`src/rtl/cmd_pkg.sv`:
```
// +--------------------------------------------------------------------+
// | cmd_pkg: shared command opcodes, response constants, FSM states.   |
// | Rev 1.0; TX_CSUM state present only with CMD_RESP_CHECKSUM_EN.     |
// +--------------------------------------------------------------------+
`default_nettype none

package cmd_pkg;

  localparam logic [7:0] CMD_WRITE        = 8'h02;
  localparam logic [7:0] CMD_READ         = 8'h01;
  localparam logic [7:0] RESP_HDR_DEFAULT = 8'h03;
  localparam int         TOUT_FLAG_BIT    = 7;

  typedef enum logic [2:0] {
    ST_IDLE    = 3'd0,
    ST_RD_WAIT = 3'd1,
    ST_TX_HDR  = 3'd2,
    ST_TX_ADDR = 3'd3,
`ifdef CMD_RESP_CHECKSUM_EN
    ST_TX_DATA = 3'd4,
    ST_TX_CSUM = 3'd5
`else
    ST_TX_DATA = 3'd4
`endif
  } state_t;

endpackage

`default_nettype wire

```
`src/rtl/resp_byte_tx.sv`:
```
// +--------------------------------------------------------------------+
// | resp_byte_tx: valid/ready output byte register for response bytes. |
// | Rev 1.0                                                            |
// +--------------------------------------------------------------------+
`default_nettype none

module resp_byte_tx (
  input  logic       clk,
  input  logic       rst_n,
  input  logic       i_load,
  input  logic [7:0] i_byte,
  input  logic       i_done,
  input  logic       i_ready,
  output logic [7:0] o_data,
  output logic       o_valid,
  output logic       o_accept
);

  logic [7:0] r_data;
  logic       r_valid;

  // Load takes priority so the next byte follows an accepted one with no bubble.
  always_ff @(posedge clk or negedge rst_n) begin
    if (!rst_n) begin
      r_data  <= 8'h00;
      r_valid <= 1'b0;
    end else if (i_load) begin
      r_data  <= i_byte;
      r_valid <= 1'b1;
    end else if (i_done) begin
      r_valid <= 1'b0;
    end
  end

  assign o_data   = r_data;
  assign o_valid  = r_valid;
  assign o_accept = r_valid & i_ready;

endmodule

`default_nettype wire

```
`src/rtl/cmd_resp_tx.sv`:
```
// +--------------------------------------------------------------------+
// | cmd_resp_tx: register read + response frame serializer.            |
// | Rev 1.0; CMD_RESP_CHECKSUM_EN adds a 4th XOR checksum byte.        |
// +--------------------------------------------------------------------+
`default_nettype none

module cmd_resp_tx
  import cmd_pkg::*;
#(
  parameter logic [7:0] RESP_HDR     = RESP_HDR_DEFAULT,
  parameter int         RD_TIMEOUT   = 15,
  parameter logic [7:0] TIMEOUT_DATA = 8'hEE
) (
  input  logic       Clk,
  input  logic       Rst_n,
  input  logic       CmdRead,
  input  logic [7:0] CmdAddr,
  output logic       RegRdEn,
  output logic [7:0] RegRdAddr,
  input  logic [7:0] RegRdData,
  input  logic       RegRdValid,
  output logic [7:0] TxData,
  output logic       TxValid,
  input  logic       TxReady,
  output logic       Busy,
  output logic       Overflow,
  input  logic       OvfClr
);

  localparam logic [7:0] c_tout_flag = 8'(1 << TOUT_FLAG_BIT);
  localparam logic [7:0] c_tout_cnt  = 8'(RD_TIMEOUT);

  state_t     r_state, w_state_nxt;
  logic       r_rd_en, w_rd_en_nxt;
  logic [7:0] r_rd_addr, w_rd_addr_nxt;
  logic [7:0] r_cnt, w_cnt_nxt;
  logic [7:0] r_addr, w_addr_nxt;
  logic [7:0] r_data, w_data_nxt;
  logic       r_pend_vld, w_pend_vld_nxt;
  logic [7:0] r_pend_addr, w_pend_addr_nxt;
  logic       r_ovf, w_ovf_set;
  logic       w_tx_load, w_tx_done, w_accept;
  logic [7:0] w_tx_byte;
`ifdef CMD_RESP_CHECKSUM_EN
  logic [7:0] r_csum, w_csum_nxt;
`endif

  always_ff @(posedge Clk or negedge Rst_n) begin
    if (!Rst_n) begin
      r_state     <= ST_IDLE;
      r_rd_en     <= 1'b0;
      r_rd_addr   <= 8'h00;
      r_cnt       <= 8'h00;
      r_addr      <= 8'h00;
      r_data      <= 8'h00;
      r_pend_vld  <= 1'b0;
      r_pend_addr <= 8'h00;
      r_ovf       <= 1'b0;
`ifdef CMD_RESP_CHECKSUM_EN
      r_csum      <= 8'h00;
`endif
    end else begin
      r_state     <= w_state_nxt;
      r_rd_en     <= w_rd_en_nxt;
      r_rd_addr   <= w_rd_addr_nxt;
      r_cnt       <= w_cnt_nxt;
      r_addr      <= w_addr_nxt;
      r_data      <= w_data_nxt;
      r_pend_vld  <= w_pend_vld_nxt;
      r_pend_addr <= w_pend_addr_nxt;
      r_ovf       <= w_ovf_set ? 1'b1 : (OvfClr ? 1'b0 : r_ovf);
`ifdef CMD_RESP_CHECKSUM_EN
      r_csum      <= w_csum_nxt;
`endif
    end
  end

  always_comb begin
    w_state_nxt     = r_state;
    w_rd_en_nxt     = 1'b0;
    w_rd_addr_nxt   = r_rd_addr;
    w_cnt_nxt       = r_cnt;
    w_addr_nxt      = r_addr;
    w_data_nxt      = r_data;
    w_pend_vld_nxt  = r_pend_vld;
    w_pend_addr_nxt = r_pend_addr;
    w_ovf_set       = 1'b0;
    w_tx_load       = 1'b0;
    w_tx_done       = 1'b0;
    w_tx_byte       = r_addr;
`ifdef CMD_RESP_CHECKSUM_EN
    w_csum_nxt      = r_csum;
`endif

    case (r_state)
      ST_IDLE: begin
        // Serving the slot vacates it, so a same-cycle CmdRead refills it.
        if (r_pend_vld) begin
          w_rd_en_nxt    = 1'b1;
          w_rd_addr_nxt  = r_pend_addr;
          w_addr_nxt     = r_pend_addr;
          w_cnt_nxt      = 8'h00;
          w_pend_vld_nxt = CmdRead;
          if (CmdRead) w_pend_addr_nxt = CmdAddr;
          w_state_nxt    = ST_RD_WAIT;
        end else if (CmdRead) begin
          w_rd_en_nxt   = 1'b1;
          w_rd_addr_nxt = CmdAddr;
          w_addr_nxt    = CmdAddr;
          w_cnt_nxt     = 8'h00;
          w_state_nxt   = ST_RD_WAIT;
        end
      end
      ST_RD_WAIT: begin
        // The strobe cycle itself cannot carry read data.
        if (!r_rd_en && RegRdValid) begin
          w_data_nxt  = RegRdData;
          w_tx_load   = 1'b1;
          w_tx_byte   = RESP_HDR;
          w_state_nxt = ST_TX_HDR;
`ifdef CMD_RESP_CHECKSUM_EN
          w_csum_nxt  = RESP_HDR ^ r_addr ^ RegRdData;
`endif
        end else begin
          w_cnt_nxt = r_cnt + 8'h01;
          if (w_cnt_nxt == c_tout_cnt) begin
            w_data_nxt  = TIMEOUT_DATA;
            w_tx_load   = 1'b1;
            w_tx_byte   = RESP_HDR | c_tout_flag;
            w_state_nxt = ST_TX_HDR;
`ifdef CMD_RESP_CHECKSUM_EN
            w_csum_nxt  = (RESP_HDR | c_tout_flag) ^ r_addr ^ TIMEOUT_DATA;
`endif
          end
        end
      end
      ST_TX_HDR: begin
        if (w_accept) begin
          w_tx_load   = 1'b1;
          w_tx_byte   = r_addr;
          w_state_nxt = ST_TX_ADDR;
        end
      end
      ST_TX_ADDR: begin
        if (w_accept) begin
          w_tx_load   = 1'b1;
          w_tx_byte   = r_data;
          w_state_nxt = ST_TX_DATA;
        end
      end
      ST_TX_DATA: begin
        if (w_accept) begin
`ifdef CMD_RESP_CHECKSUM_EN
          w_tx_load   = 1'b1;
          w_tx_byte   = r_csum;
          w_state_nxt = ST_TX_CSUM;
`else
          w_tx_done   = 1'b1;
          w_state_nxt = ST_IDLE;
`endif
        end
      end
`ifdef CMD_RESP_CHECKSUM_EN
      ST_TX_CSUM: begin
        if (w_accept) begin
          w_tx_done   = 1'b1;
          w_state_nxt = ST_IDLE;
        end
      end
`endif
      default: w_state_nxt = ST_IDLE;
    endcase

    if (r_state != ST_IDLE && CmdRead) begin
      if (!r_pend_vld) begin
        w_pend_vld_nxt  = 1'b1;
        w_pend_addr_nxt = CmdAddr;
      end else begin
        w_ovf_set = 1'b1;
      end
    end
  end

  resp_byte_tx u_byte_tx (
    .clk      (Clk),
    .rst_n    (Rst_n),
    .i_load   (w_tx_load),
    .i_byte   (w_tx_byte),
    .i_done   (w_tx_done),
    .i_ready  (TxReady),
    .o_data   (TxData),
    .o_valid  (TxValid),
    .o_accept (w_accept)
  );

  assign RegRdEn   = r_rd_en;
  assign RegRdAddr = r_rd_addr;
  assign Busy      = (r_state != ST_IDLE);
  assign Overflow  = r_ovf;

endmodule

`default_nettype wire

```
`config.mk`:
```
export PLATFORM = sky130hd
export DESIGN_NAME = cmd_resp_tx
export DESIGN_NICKNAME = d
export VERILOG_FILES = /design/src/rtl/cmd_pkg.sv /design/src/rtl/resp_byte_tx.sv /design/src/rtl/cmd_resp_tx.sv
export SDC_FILE = /design/constraint.sdc
export NUM_CORES = 1
export LEC_CHECK = 0
export CAP_MARGIN = 40
export CORE_ASPECT_RATIO = 1.25
export CORE_MARGIN = 2
export CORE_UTILIZATION = 35
export CTS_CLUSTER_SIZE = 25
export DETAILED_ROUTE_END_ITERATION = 10
export PLACE_DENSITY = 0.53
export RECOVER_POWER = 100
export SYNTH_ARGS = -nofsm -noshare
export SYNTH_HDL_FRONTEND = slang
export SYNTH_SLANG_ARGS = --single-unit
export TNS_END_PERCENT = 30
```
`constraint.sdc`:
```
create_clock -name Clk -period 6.5 [get_ports Clk]
set_clock_uncertainty 0.2 [all_clocks]
set_input_delay 1.3 -clock Clk [delete_from_list [all_inputs] [get_ports Clk]]
set_output_delay 1.3 -clock Clk [all_outputs]
set_load 0.1 [all_outputs]
```
# Word level (Yosys, flattened, before mapping)
# Index checks and enable logic that the tools add are counted.
[totals]
elab_cells = 81
reg_bits = 47
out_inout_bits = 20
input_bits = 22
[op_classes]
n_eq_ne = 11
bitwise = 1
reduce_logical = 15
mux = 43
addsub = 1
[op_table]
columns = ["op", "n"]
rows = [
  ["two-way mux 8 bit", 15],
  ["case mux 8 bit (2 select lines)", 2],
  ["two-way mux 3 bit", 7],
  ["two-way mux 1 bit", 17],
  ["case mux 3 bit (5 select lines)", 1],
  ["nonzero test 2 bit", 5],
  ["adder 8 x 1 -> 8 bit, second input constant", 1],
  ["== test 8 x 4 -> 1 bit, second input constant", 1],
  ["== test 3 x 2 -> 1 bit, second input constant", 2],
  ["!= test 2 x 1 -> 1 bit, second input constant", 3],
  ["!= test 3 bit, second input constant", 2],
  ["AND reduction 5 bit", 1],
  ["AND reduction 2 bit", 2],
  ["== test 3 x 1 -> 1 bit, second input constant", 1],
  ["== test 3 bit, second input constant", 1],
  ["logical NOT 3 bit", 1],
  ["AND reduction 3 bit", 1],
  ["nonzero test 3 bit", 1],
  ["logical AND 1 bit", 2],
  ["!= test 2 bit, second input constant", 1],
  ["case mux 1 bit (2 select lines)", 1],
  ["OR reduction 2 bit", 1],
  ["bitwise AND 1 bit", 1],
  ["logical NOT 1 bit", 1],
]

# Longest topological paths before layout
[logic_depth]
depth_word = 6
ltp_mapped = 7
mapped_depth_nobuf = 6

# Cells and area by module
# From an unflattened synthesis, not the netlist that was laid out.
[unflattened]
cells_unflattened = 237
area_unflattened_um2 = 2558.7
[by_module_without_submodules]
columns = ["module", "area_per_inst_um2", "seq_area_each_um2", "instances", "cells_each"]
rows = [
  ["cmd_resp_tx", 2183.3, 950.9, 1, 216],
  ["resp_byte_tx", 375.4, 225.2, 1, 21],
]

# Worst setup path after synthesis
# No wires, ideal clock.
[synth_path]
path_kind = "reg2out"
startpoint = "reg r_state[2]"
endpoint = "out Busy"
stages_incl_launch_ff = 4
arrival_ps = 1537
path_buffers = 2
required_time_ps = 5000
path_slack_ps = 3463
cell_sequence = "dfrtp_1 buf_2 or3_1 clkbuf_1"
[synth_via]
elab_chain_cells = 1
[synth_lines]
columns = ["element", "line", "source"]
rows = [
  ["start: declaration", "cmd_resp_tx.sv:33", "state_t r_state, w_state_nxt;"],
  ["start signal: assignment", "cmd_resp_tx.sv:63", "r_state <= w_state_nxt;"],
  ["nonzero test 3 bit", "cmd_resp_tx.sv:198", "assign Busy = (r_state != ST_IDLE);"],
  ["end: declaration", "cmd_resp_tx.sv:25", "output logic Busy,"],
]
# Every way passes these cells.

# Final worst setup path
[layout_path]
startpoint = "reg r_state[1]"
endpoint = "out Busy"
# The elaborated chain is that of the path after synthesis.

==> metrics <==
Starting Density 36.6%; Worst slew margin -70.1%; Detailed Route Iter0 Violations 88; Startpoint Class flop; initial antenna violation count 0; H-tree depth 2; R2R cell count 5; number of diodes 0; Worst path max stage delay 640 ps; yosys warns 0; Yosys top cell by area dfrtp_1; die area 7630 µm²; number of global-route vias before repair 2020; Post-Syn Instances 245; Crit path max-delay family buffers and inverters; fill count 656; Routed WL per cell 14.9 µm; Final GP Congestion 0.789; mapped cell area 2430 µm²; most common cell after layout, fill and taps aside dfrtp_1; Die X 78.5 µm; area of the core 6650 µm²; most frequent cells in the layout dfrtp_1 (47), clkdlybuf4s50_1 (34), a21oi_1 (28); minimum clock period 3640 ps; Final ANT Viol Nets 0; HPWL Detailed 4230 µm; Worst Path Required 5000 ps; Clock Tree Buf Depth 2; layout net count 329; critical path's slowest cell dlygate4sd3_1; post-cts sizing count 0; vias per inst 5.06; Synth top area share 48.4%; First-pass DRT Iterations 4; DRC 0; type of the worst setup path reg -> out; grt met1 use 20.2%; busiest metal layer after global routing met2; fin crit share 56.1%; synthesized area per cell 9.92 µm²; crit end category output pin; vias post-DR 1989; RSZ-0062 raised after global routing no; cts hold-fix bufs 0; max-cap violations 1; CTS clk-pin slew, worst paths 100 ps; share of cells above drive strength 1 12.1%; total CTS buffers 5; setup TNS 0 ps; root buffer cell clkbuf_8; global-route wire length before repair 9940 µm; Cell variety after synth 42; maximum clock rate 274 MHz; met3 Resource Use GR 3.35%; Slew @ Worst Pin 2550 ps; largest net degree at the start of global routing 48; synth top area cells dfrtp_1 (48%), mux2_2 (6.0%), a21oi_1 (5.8%), mux2i_1 (3.7%), nor2_1 (3.6%); failing checks max-capacitance violations, max-slew violations; status complete, but fails checks; CTS tree done; Worst Hold Depth 1; Worst Path Arrival 2140 ps; port bufs 41; HP Class reg -> reg; clk sink count 47; Seq/Total Area, Yosys 48.4%; Total GRT Usage 16.2%; die height 97.2 µm; Area growth syn-to-layout 28.2%; crit path buf inv count 2; I/O pins 42; endpoints failing hold 0; Slew Limit Fails 48; Crit path depth 3; Skew-Pair Late Insertion Delay 310 ps; met2 GRT Util 27.5%; syn_nets 269; Crit Path Max Fanout 11; GR Overflow Total 0; Post-CTS Setup Bufs 0; Total Wirelength 5850 µm; #FFs+latches synth 47; worst path cell trace or3_1 > dlygate4sd3_1 > buf_8; row count 33; Setup Viol. Count Final 0
==> logic make-up after synthesis <==
logic type	count (synthesis)	share of synthesized area, %
buffers and inverters	22	3.60
and+or+nand+nor	70	15.1
xor gates and xnor gates	6	2.16
DFF	47	48.4
muxes	22	9.73
adders and majority gates	3	1.44
AOI/OAI and AO/OA	75	19.6
==> cell type report <==
cell class | count | area [µm²] | share of cell area (%)
clock buffer | 6 | 82.6 | 2.65
timing repair buffer | 63 | 538 | 17.3
multi-input combinational | 176 | 1150 | 36.9
sequential | 47 | 1180 | 37.8
clock inverter | 2 | 16.3 | 0.522
inverter | 12 | 45.0 | 1.45
tap | 87 | 109 | 3.49
==> synthesized netlist by cell type <==
cell / instances
nor3_1: 4
a21oi_1: 28
ha_1: 2
nand3b_1: 2
dfrtp_1: 47
a32o_1: 1
o21bai_1: 1
mux2i_1: 9
a31o_2: 1
nor4_4: 1
nand2b_1: 3
nor2b_1: 3
nor3_4: 1
a22o_1: 3
buf_1: 1
o211ai_1: 1
nand2_1: 17
o21ai_0: 16
a21bo_2: 5
nand3_2: 1
a21o_1: 2
inv_1: 12
and3_1: 1
o31ai_1: 1
nor2_1: 23
nor2_2: 1
a31oi_1: 6
nor3b_4: 1
xor2_1: 4
mux2_2: 13
o22ai_1: 6
a31oi_4: 1
buf_2: 4
or3_1: 1
maj3_1: 1
nand3_1: 10
o2bb2ai_1: 1
o22a_1: 1
a221oi_1: 1
clkbuf_1: 5
xnor2_1: 2
or3b_2: 1
==> stage by stage <==
step	hold WS [ps]	cell area, µm²	instances	utilization [%]	setup slack (ps)
floorplan	271	2430	245	-	3460
global placement	286	2910	364	43.8	3000
detailed placement	291	3230	385	48.6	2980
CTS	314	3330	393	50.1	2970
global route	326	3120	393	46.9	2370
finish	311	3120	393	46.9	2860
==> registers in the layout, summed over array words and instances (netlist names) <==
name               flops
r_pend_addr            8
u_byte_tx.o_data       8
r_data                 8
r_pend_vld             1
Overflow               1
RegRdEn                1
r_cnt                  8
r_state                3
u_byte_tx.o_valid      1
r_addr                 8
==> per-layer routing <==
layer	vias to the layer above	share of wire, %	wire length (µm)
met1	949	46	2720
met2	37	49	2840
met4	0	1.9	112
li1	994	-	-
met3	9	3.0	176
met5	-	0	0
==> worst paths after layout <==
path | from | end | slack [ps]
worst max-delay path | r_state[1] | Busy | 2860
worst min-delay path | Overflow | Overflow | 310
worst max register to register | r_state[1] | r_cnt[7] | 3610
worst min register to register | Overflow | Overflow | 310
max in group asynchronous | Rst_n | u_byte_tx.o_data[4] | 2980
min in group asynchronous | Rst_n | r_data[6] | 1680
Power is left out: the tool's default activity adds up to more than one toggle a clock period on the data nets, which glitch-free logic cannot reach.
